==> src/rtl/calculator_pkg.sv <==
// calculator_pkg: shared types, key codes and helpers for the keypad calculator
package calculator_pkg;

   typedef enum logic [1:0] {
      ST_ENTER_A,
      ST_ENTER_B,
      ST_DONE
   } state_t;

   typedef enum logic [1:0] {
      OP_ADD,
      OP_SUB,
      OP_MUL
   } op_t;

   typedef enum logic [1:0] {
      SC_IDLE,
      SC_DEB,
      SC_HELD,
      SC_REL
   } scan_t;

   localparam logic [3:0] KEY_ADD  = 4'd3;
   localparam logic [3:0] KEY_SUB  = 4'd7;
   localparam logic [3:0] KEY_MUL  = 4'd11;
   localparam logic [3:0] KEY_EQ   = 4'd12;
   localparam logic [3:0] KEY_ZERO = 4'd13;
   localparam logic [3:0] KEY_CLR  = 4'd14;
   localparam logic [3:0] KEY_NEG  = 4'd15;

   localparam logic [19:0] MAG_MAX = 20'd32767;

   // Digit keys occupy columns 0-2 of rows 0-2, plus the zero key.
   function automatic logic is_digit(input logic [3:0] k);
      return ((k[1:0] != 2'd3) && (k[3:2] != 2'd3)) || (k == KEY_ZERO);
   endfunction

   // Decimal value of a digit key; rows 0-2 hold 1-3, 4-6, 7-9.
   function automatic logic [3:0] digit_val(input logic [3:0] k);
      return (k == KEY_ZERO) ? 4'd0 :
             (k < 4'd4)      ? k + 4'd1 :
             (k < 4'd8)      ? k :
                               k - 4'd1;
   endfunction

   function automatic op_t key_op(input logic [3:0] k);
      return (k == KEY_ADD) ? OP_ADD : (k == KEY_SUB) ? OP_SUB : OP_MUL;
   endfunction

   // Two's-complement value of a sign/magnitude operand.
   function automatic logic [15:0] signed_val(input logic neg, input logic [15:0] mag);
      return neg ? (~mag + 16'd1) : mag;
   endfunction

   // Wrapping 16-bit arithmetic; the low half of a product is sign-agnostic.
   function automatic logic [15:0] alu(input op_t op, input logic [15:0] a, input logic [15:0] b);
      return (op == OP_ADD) ? a + b :
             (op == OP_SUB) ? a - b :
                              a * b;
   endfunction

endpackage

==> src/rtl/calculator_top_keypad_scanner.sv <==
// keypad_scanner: column scan, two-sample debounce and release detection for a 4x4 keypad
module keypad_scanner
   import calculator_pkg::*;
(
   input  logic       clk,
   input  logic       nRST,
   input  logic [3:0] i_row,
   output logic [3:0] o_col,
   output logic       o_evt,
   output logic [3:0] o_key
);

   scan_t       r_st;
   logic [1:0]  r_col;
   logic [3:0]  r_row;
   logic        r_evt;
   logic [3:0]  r_key;
   logic        w_idle;
   logic [1:0]  w_row_idx;

   assign w_idle = (i_row == 4'hF);
   assign o_col  = ~(4'b0001 << r_col);
   assign o_evt  = r_evt;
   assign o_key  = r_key;

   // Lowest-numbered low row wins when several rows are pulled down.
   always_comb begin
      w_row_idx = !i_row[0] ? 2'd0 : !i_row[1] ? 2'd1 : !i_row[2] ? 2'd2 : 2'd3;
   end

   // Scan until a row goes low, require two equal samples, fire once, then wait for two idle samples.
   always_ff @(posedge clk or negedge nRST) begin
      if (!nRST) begin
         r_st  <= SC_IDLE;
         r_col <= 2'd0;
         r_row <= 4'hF;
         r_evt <= 1'b0;
         r_key <= 4'd0;
      end else begin
         r_evt <= 1'b0;
         case (r_st)
            SC_IDLE: begin
               if (w_idle) r_col <= r_col + 2'd1;
               else begin
                  r_row <= i_row;
                  r_st  <= SC_DEB;
               end
            end
            SC_DEB: begin
               if (i_row == r_row) begin
                  r_evt <= 1'b1;
                  r_key <= {w_row_idx, r_col};
                  r_st  <= SC_HELD;
               end else if (w_idle) r_st <= SC_IDLE;
               else r_row <= i_row;
            end
            SC_HELD: begin
               if (w_idle) r_st <= SC_REL;
            end
            SC_REL: begin
               if (w_idle) begin
                  r_st  <= SC_IDLE;
                  r_col <= r_col + 2'd1;
               end else r_st <= SC_HELD;
            end
            default: r_st <= SC_IDLE;
         endcase
      end
   end

endmodule

==> src/rtl/calculator_top.sv <==
// calculator_top: keypad-driven 16-bit signed calculator with add/sub/mul
module calculator_top
   import calculator_pkg::*;
(
   input  logic        clk,
   input  logic        nRST,
   input  logic [3:0]  RowIn,
   output logic [3:0]  ColOut,
   output logic [15:0] display_output,
   output logic        complete
);

   state_t      r_state;
   op_t         r_op;
   logic [15:0] r_a;
   logic [15:0] r_mag;
   logic        r_neg;
   logic [15:0] r_disp;
   logic        r_done;

   logic        w_evt;
   logic [3:0]  w_key;
   state_t      w_st;
   op_t         w_op;
   logic [15:0] w_a;
   logic [15:0] w_mag;
   logic        w_neg;
   logic [15:0] w_disp;
   logic        w_done;
   logic [19:0] w_ext;

   keypad_scanner u_scan (
      .clk   (clk),
      .nRST  (nRST),
      .i_row (RowIn),
      .o_col (ColOut),
      .o_evt (w_evt),
      .o_key (w_key)
   );

   assign display_output = r_disp;
   assign complete       = r_done;

   // Next state for a key event; a key in DONE first wipes the old calculation and acts as in ENTER_A.
   always_comb begin
      w_st   = (r_state == ST_DONE) ? ST_ENTER_A : r_state;
      w_op   = (r_state == ST_DONE) ? OP_ADD : r_op;
      w_a    = (r_state == ST_DONE) ? 16'd0 : r_a;
      w_mag  = (r_state == ST_DONE) ? 16'd0 : r_mag;
      w_neg  = (r_state == ST_DONE) ? 1'b0 : r_neg;
      w_disp = r_disp;
      w_done = 1'b0;
      w_ext  = {4'd0, w_mag} * 20'd10 + {16'd0, digit_val(w_key)};
      if (w_key == KEY_CLR) begin
         w_st   = ST_ENTER_A;
         w_op   = OP_ADD;
         w_a    = 16'd0;
         w_mag  = 16'd0;
         w_neg  = 1'b0;
         w_disp = 16'd0;
      end else if (is_digit(w_key)) begin
         if (w_ext <= MAG_MAX) w_mag = w_ext[15:0];
         w_disp = signed_val(w_neg, w_mag);
      end else if (w_key == KEY_NEG) begin
         w_neg  = ~w_neg;
         w_disp = signed_val(w_neg, w_mag);
      end else if (w_key == KEY_EQ) begin
         w_disp = (w_st == ST_ENTER_A) ? signed_val(w_neg, w_mag) : alu(w_op, w_a, signed_val(w_neg, w_mag));
         w_done = 1'b1;
         w_st   = ST_DONE;
      end else begin
         w_op = key_op(w_key);
         if (w_st == ST_ENTER_A) begin
            w_a    = signed_val(w_neg, w_mag);
            w_mag  = 16'd0;
            w_neg  = 1'b0;
            w_disp = 16'd0;
            w_st   = ST_ENTER_B;
         end
      end
   end

   // Commit the decoded update on the clock after the scanner issues its event.
   always_ff @(posedge clk or negedge nRST) begin
      if (!nRST) begin
         r_state <= ST_ENTER_A;
         r_op    <= OP_ADD;
         r_a     <= 16'd0;
         r_mag   <= 16'd0;
         r_neg   <= 1'b0;
         r_disp  <= 16'd0;
         r_done  <= 1'b0;
      end else if (w_evt) begin
         r_state <= w_st;
         r_op    <= w_op;
         r_a     <= w_a;
         r_mag   <= w_mag;
         r_neg   <= w_neg;
         r_disp  <= w_disp;
         r_done  <= w_done;
      end
   end

endmodule

==> config.mk <==
export PLATFORM = sky130hd
export DESIGN_NAME = calculator_top
export DESIGN_NICKNAME = d
export VERILOG_FILES = /design/src/rtl/calculator_pkg.sv /design/src/rtl/calculator_top_keypad_scanner.sv /design/src/rtl/calculator_top.sv
export SDC_FILE = /design/constraint.sdc
export NUM_CORES = 1
export LEC_CHECK = 0
export ABC_AREA = 1
export CAP_MARGIN = 20
export CORE_ASPECT_RATIO = 0.7
export CORE_UTILIZATION = 57
export CTS_CLUSTER_SIZE = 16
export DETAILED_ROUTE_END_ITERATION = 12
export DONT_BUFFER_PORTS = 1
export PLACE_DENSITY_LB_ADDON = 0.25
export SETUP_SLACK_MARGIN = 0.02
export SLEW_MARGIN = 5
export SYNTH_ARGS = -nofsm -noshare
export SYNTH_HDL_FRONTEND = slang
export SYNTH_SLANG_ARGS = --single-unit
==> constraint.sdc <==
create_clock -name clk -period 9.52 [get_ports clk]
set_input_delay 1.904 -clock clk [delete_from_list [all_inputs] [get_ports clk]]
set_output_delay 1.904 -clock clk [all_outputs]
set_load 0.05 [all_outputs]
==> results.py <==
metrics = {
    "logic_synthesis": {
        "synthDistinctLibCells": 57,
        "synth_warnings": 0,
        "ys_seq_elements": 67,
        "syn_area_per_cell_um2": 6.652,
        "ys.flop_type": "dfrtp_1",
        "synth_top_cell_by_area": "fa_1",
        "yosysSeqAreaShare_pct": 13.95,
        "synthAdderAreaFrac_pct": 26.93,
        "syn_inst": 1812,
        "synth_top_area_share_pct": 13.95,
        "synth_compound_area_share_pct": 16.19,
        "synth_common_cells": "nand2_1 (397), inv_1 (320), nor2_1 (189)",
        "syn-num-nets": 2027,
        "synth_enable_flop_cells": 0,
        "synth_top_family_by_area": "simple AND/OR/NAND/NOR gates",
        "synth-simple-area-share_pct": 26.95,
        "synth_area_leaders": "fa_1 (14%), dfrtp_1 (13%), ha_1 (13%), nand2_1 (12%), inv_1 (10%)",
        "synth.most_common_cell": "nand2_1",
        "synth_xor_area_share_pct": 3.477,
        "synth_mux_area_share_pct": 0.1765,
        "netlist_area_um2": 12050,
        "async_flop_share_pct": 100.0,
    },
    "cells_and_area": {
        "syn_to_final_growth_pct": 5.937,
        "num_antenna_cells": 0,
        "layout.nets": 2029,
        "drive_gt1_share_pct": 6.157,
    },
    "setup_path": {
        "reg2reg_from": "r_state[0]",
        "critPathMostFrequentCell": "nand2_1",
        "worst_r2r_path_depth": 37,
        "critPathBufInv": 8,
        "crit_type": "reg -> reg",
        "critPathTopFamily": "adder cells",
        "cp.depth": 37,
        "crit_slowest_cell": "fa_1",
        "arrival_ps": 7990,
        "cp_max_fo": 18,
        "cp-start-kind": "flop",
        "crit_path_end_kind": "flop",
        "crit_required_ps": 9760,
        "critPathMaxStageDelay_ps": 690,
        "setup.worst_path.start": "r_state[0]",
    },
    "timing": {
        "drv_slew": 0,
        "finalHoldViolCount": 0,
        "fin_crit_sh_pct": 81.39,
        "fin_crit_ps": 7748,
        "rsz0062_at_grt": "no",
        "fmax_mhz": 129.1,
        "worst_slew_pin_slew_ps": 1146,
        "slew_headroom_pct": 23.32,
        "setup_violations": 0,
        "finClkSkew_ps": 7.067,
        "tns_ps": 0,
    },
    "die": {
        "io_pins": 27,
        "die_area_um2": 21740,
        "rows": 44,
        "floorplan.die.height_um": 123.7,
        "start_util_pct": 58.08,
        "core_area_um2": 20750,
        "die_w_um": 175.8,
    },
    "clock_network": {
        "cts_buffers": 9,
        "postCtsSetupBuffers": 0,
        "cts_sinks": 67,
        "clockRootBuffer": "clkbuf_16",
        "cts_hold_buffers": 0,
        "clock_latency_ps": 360,
        "clk_path_buf_depth": 2,
        "htree_levels": 3,
        "cts_tree": "yes",
        "clk_pin_slew_ps": 60,
        "ctsResizeCount": 0,
    },
    "place": {
        "io_buffers": 0,
        "gp_congestion": 1.055,
        "dp_hpwl_mm": 33.91,
    },
    "detailed_routing": {
        "wire_per_inst_um": 19.91,
        "drt_first_pass_iters": 8,
        "drcViolationCount": 0,
        "wl_mm": 41.70,
        "ant_nets": 0,
        "via_count": 12460,
        "first_iter_violations": 1626,
        "via_per_inst": 5.946,
    },
    "job": {
        "cap_violations": 0,
    },
    "grt": {
        "grt_pass1_wl_mm": 64.18,
        "grt_max_degree": 68,
        "grt_pass1_vias": 11440,
        "grt_util_all_layers_pct": 39.23,
        "antenna_found_initial": 1,
        "grt-ovfl-total": 0,
    },
    "min_path": {
        "min_from": "u_scan.r_row[3]",
        "min_path_cells": 2,
        "hold_path.class": "reg -> reg",
    },
    "run_status": {
        "status": "finished, final reports clean",
    },
}
layout by cell type (no fill, tap or decap), types with 3 or more instances in the layout:
cell        instances
nor4_1              5
a21oi_1            88
inv_2              18
nand3b_1            7
a21oi_2             3
nor2_4              3
o31ai_1             4
o221ai_1           14
o21ai_1            16
clkinvlp_4          3
or2_2               3
o311ai_0            3
a31oi_1            14
o21ai_0           119
ha_1              125
clkbuf_16           9
xnor2_1            16
a21o_1              3
a32o_1              3
o21bai_1            9
nand2_1           397
clkinv_1           10
fa_1               84
dfrtp_1            63
dfstp_2             4
nor2_2              8
o21ai_2             6
xor2_1             25
buf_4              32
nand2_2             9
nand4_1            21
o211ai_1           18
o22ai_1            21
nand3_1           100
nor3_1             20
nor2_1            188
inv_1             320
stage by stage:
step                hold slack [ps]  cells  area, um2  utilization [%]  setup WS (ps)
finish                        507.0   2095      12770            61.53           1772
global route                  530.9   2095      12770            61.53           1098
CTS                           503.5   2094      12760            61.49           1857
detailed placement            494.1   2078      12460            60.03           1899
global placement              487.1   2078      12460            60.03           1962
floorplan                     476.6   1812      12050                -           2796
worst paths after layout:
| path | to | slack, ps |
|---|---|---|
| worst max-delay path | display_output[15] | 1770 |
| worst min-delay path | u_scan.r_row[3] | 510 |
| worst max register to register | display_output[15] | 1770 |
| worst min register to register | u_scan.r_row[3] | 510 |
| max in group asynchronous | u_scan.r_row[3] | 8020 |
| min in group asynchronous | display_output[10] | 1250 |
flip-flops by register name (all words and copies together) (netlist names):
signal          cells
r_neg               1
r_a                16
u_scan.o_key        4
u_scan.r_st         2
complete            1
u_scan.o_evt        1
r_mag              16
display_output     16
u_scan.r_col        2
r_op                2
u_scan.r_row        4
r_state             2
kinds of logic (layout without fill, tap and decap cells):
logic type / Yosys count / count (layout)
and+or+nand+nor: 768 / 768
buffers and inverters: 389 / 396
AOI/OAI and AO/OA: 333 / 333
adders and majority gates: 209 / 209
DFF: 67 / 67
xor gates and xnor gates: 44 / 44
muxes: 2 / 2
tightest hold or removal path: cells and delay by family, from the launching register on:
| family | cells | cell delay [ps] |
|---|---|---|
| and+or+nand+nor | 1 | 50 |
| AOI/OAI and AO/OA | 1 | 70 |
| DFF | 1 | 370 |
per-layer routing:
metal	track usage, %	wire length [um]	up-vias
met5	0	13	-
met4	6.304	557	2
met3	15.96	6120	67
met2	53.24	15840	695
met1	57.89	19170	5851
li1	-	-	5841
layout make-up:
class / count / area, um2
multi-input combinational: 1356 / 8892
clock inverter: 5 / 61.31
timing repair buffer: 32 / 240.2
sequential: 67 / 1682
tap: 276 / 345.3
inverter: 348 / 1306
clock buffer: 11 / 242.7
fill: 1961 / 7985
Power is not shown: default switching activity piles up to over one toggle a cycle in this logic, so the estimate is an artifact.
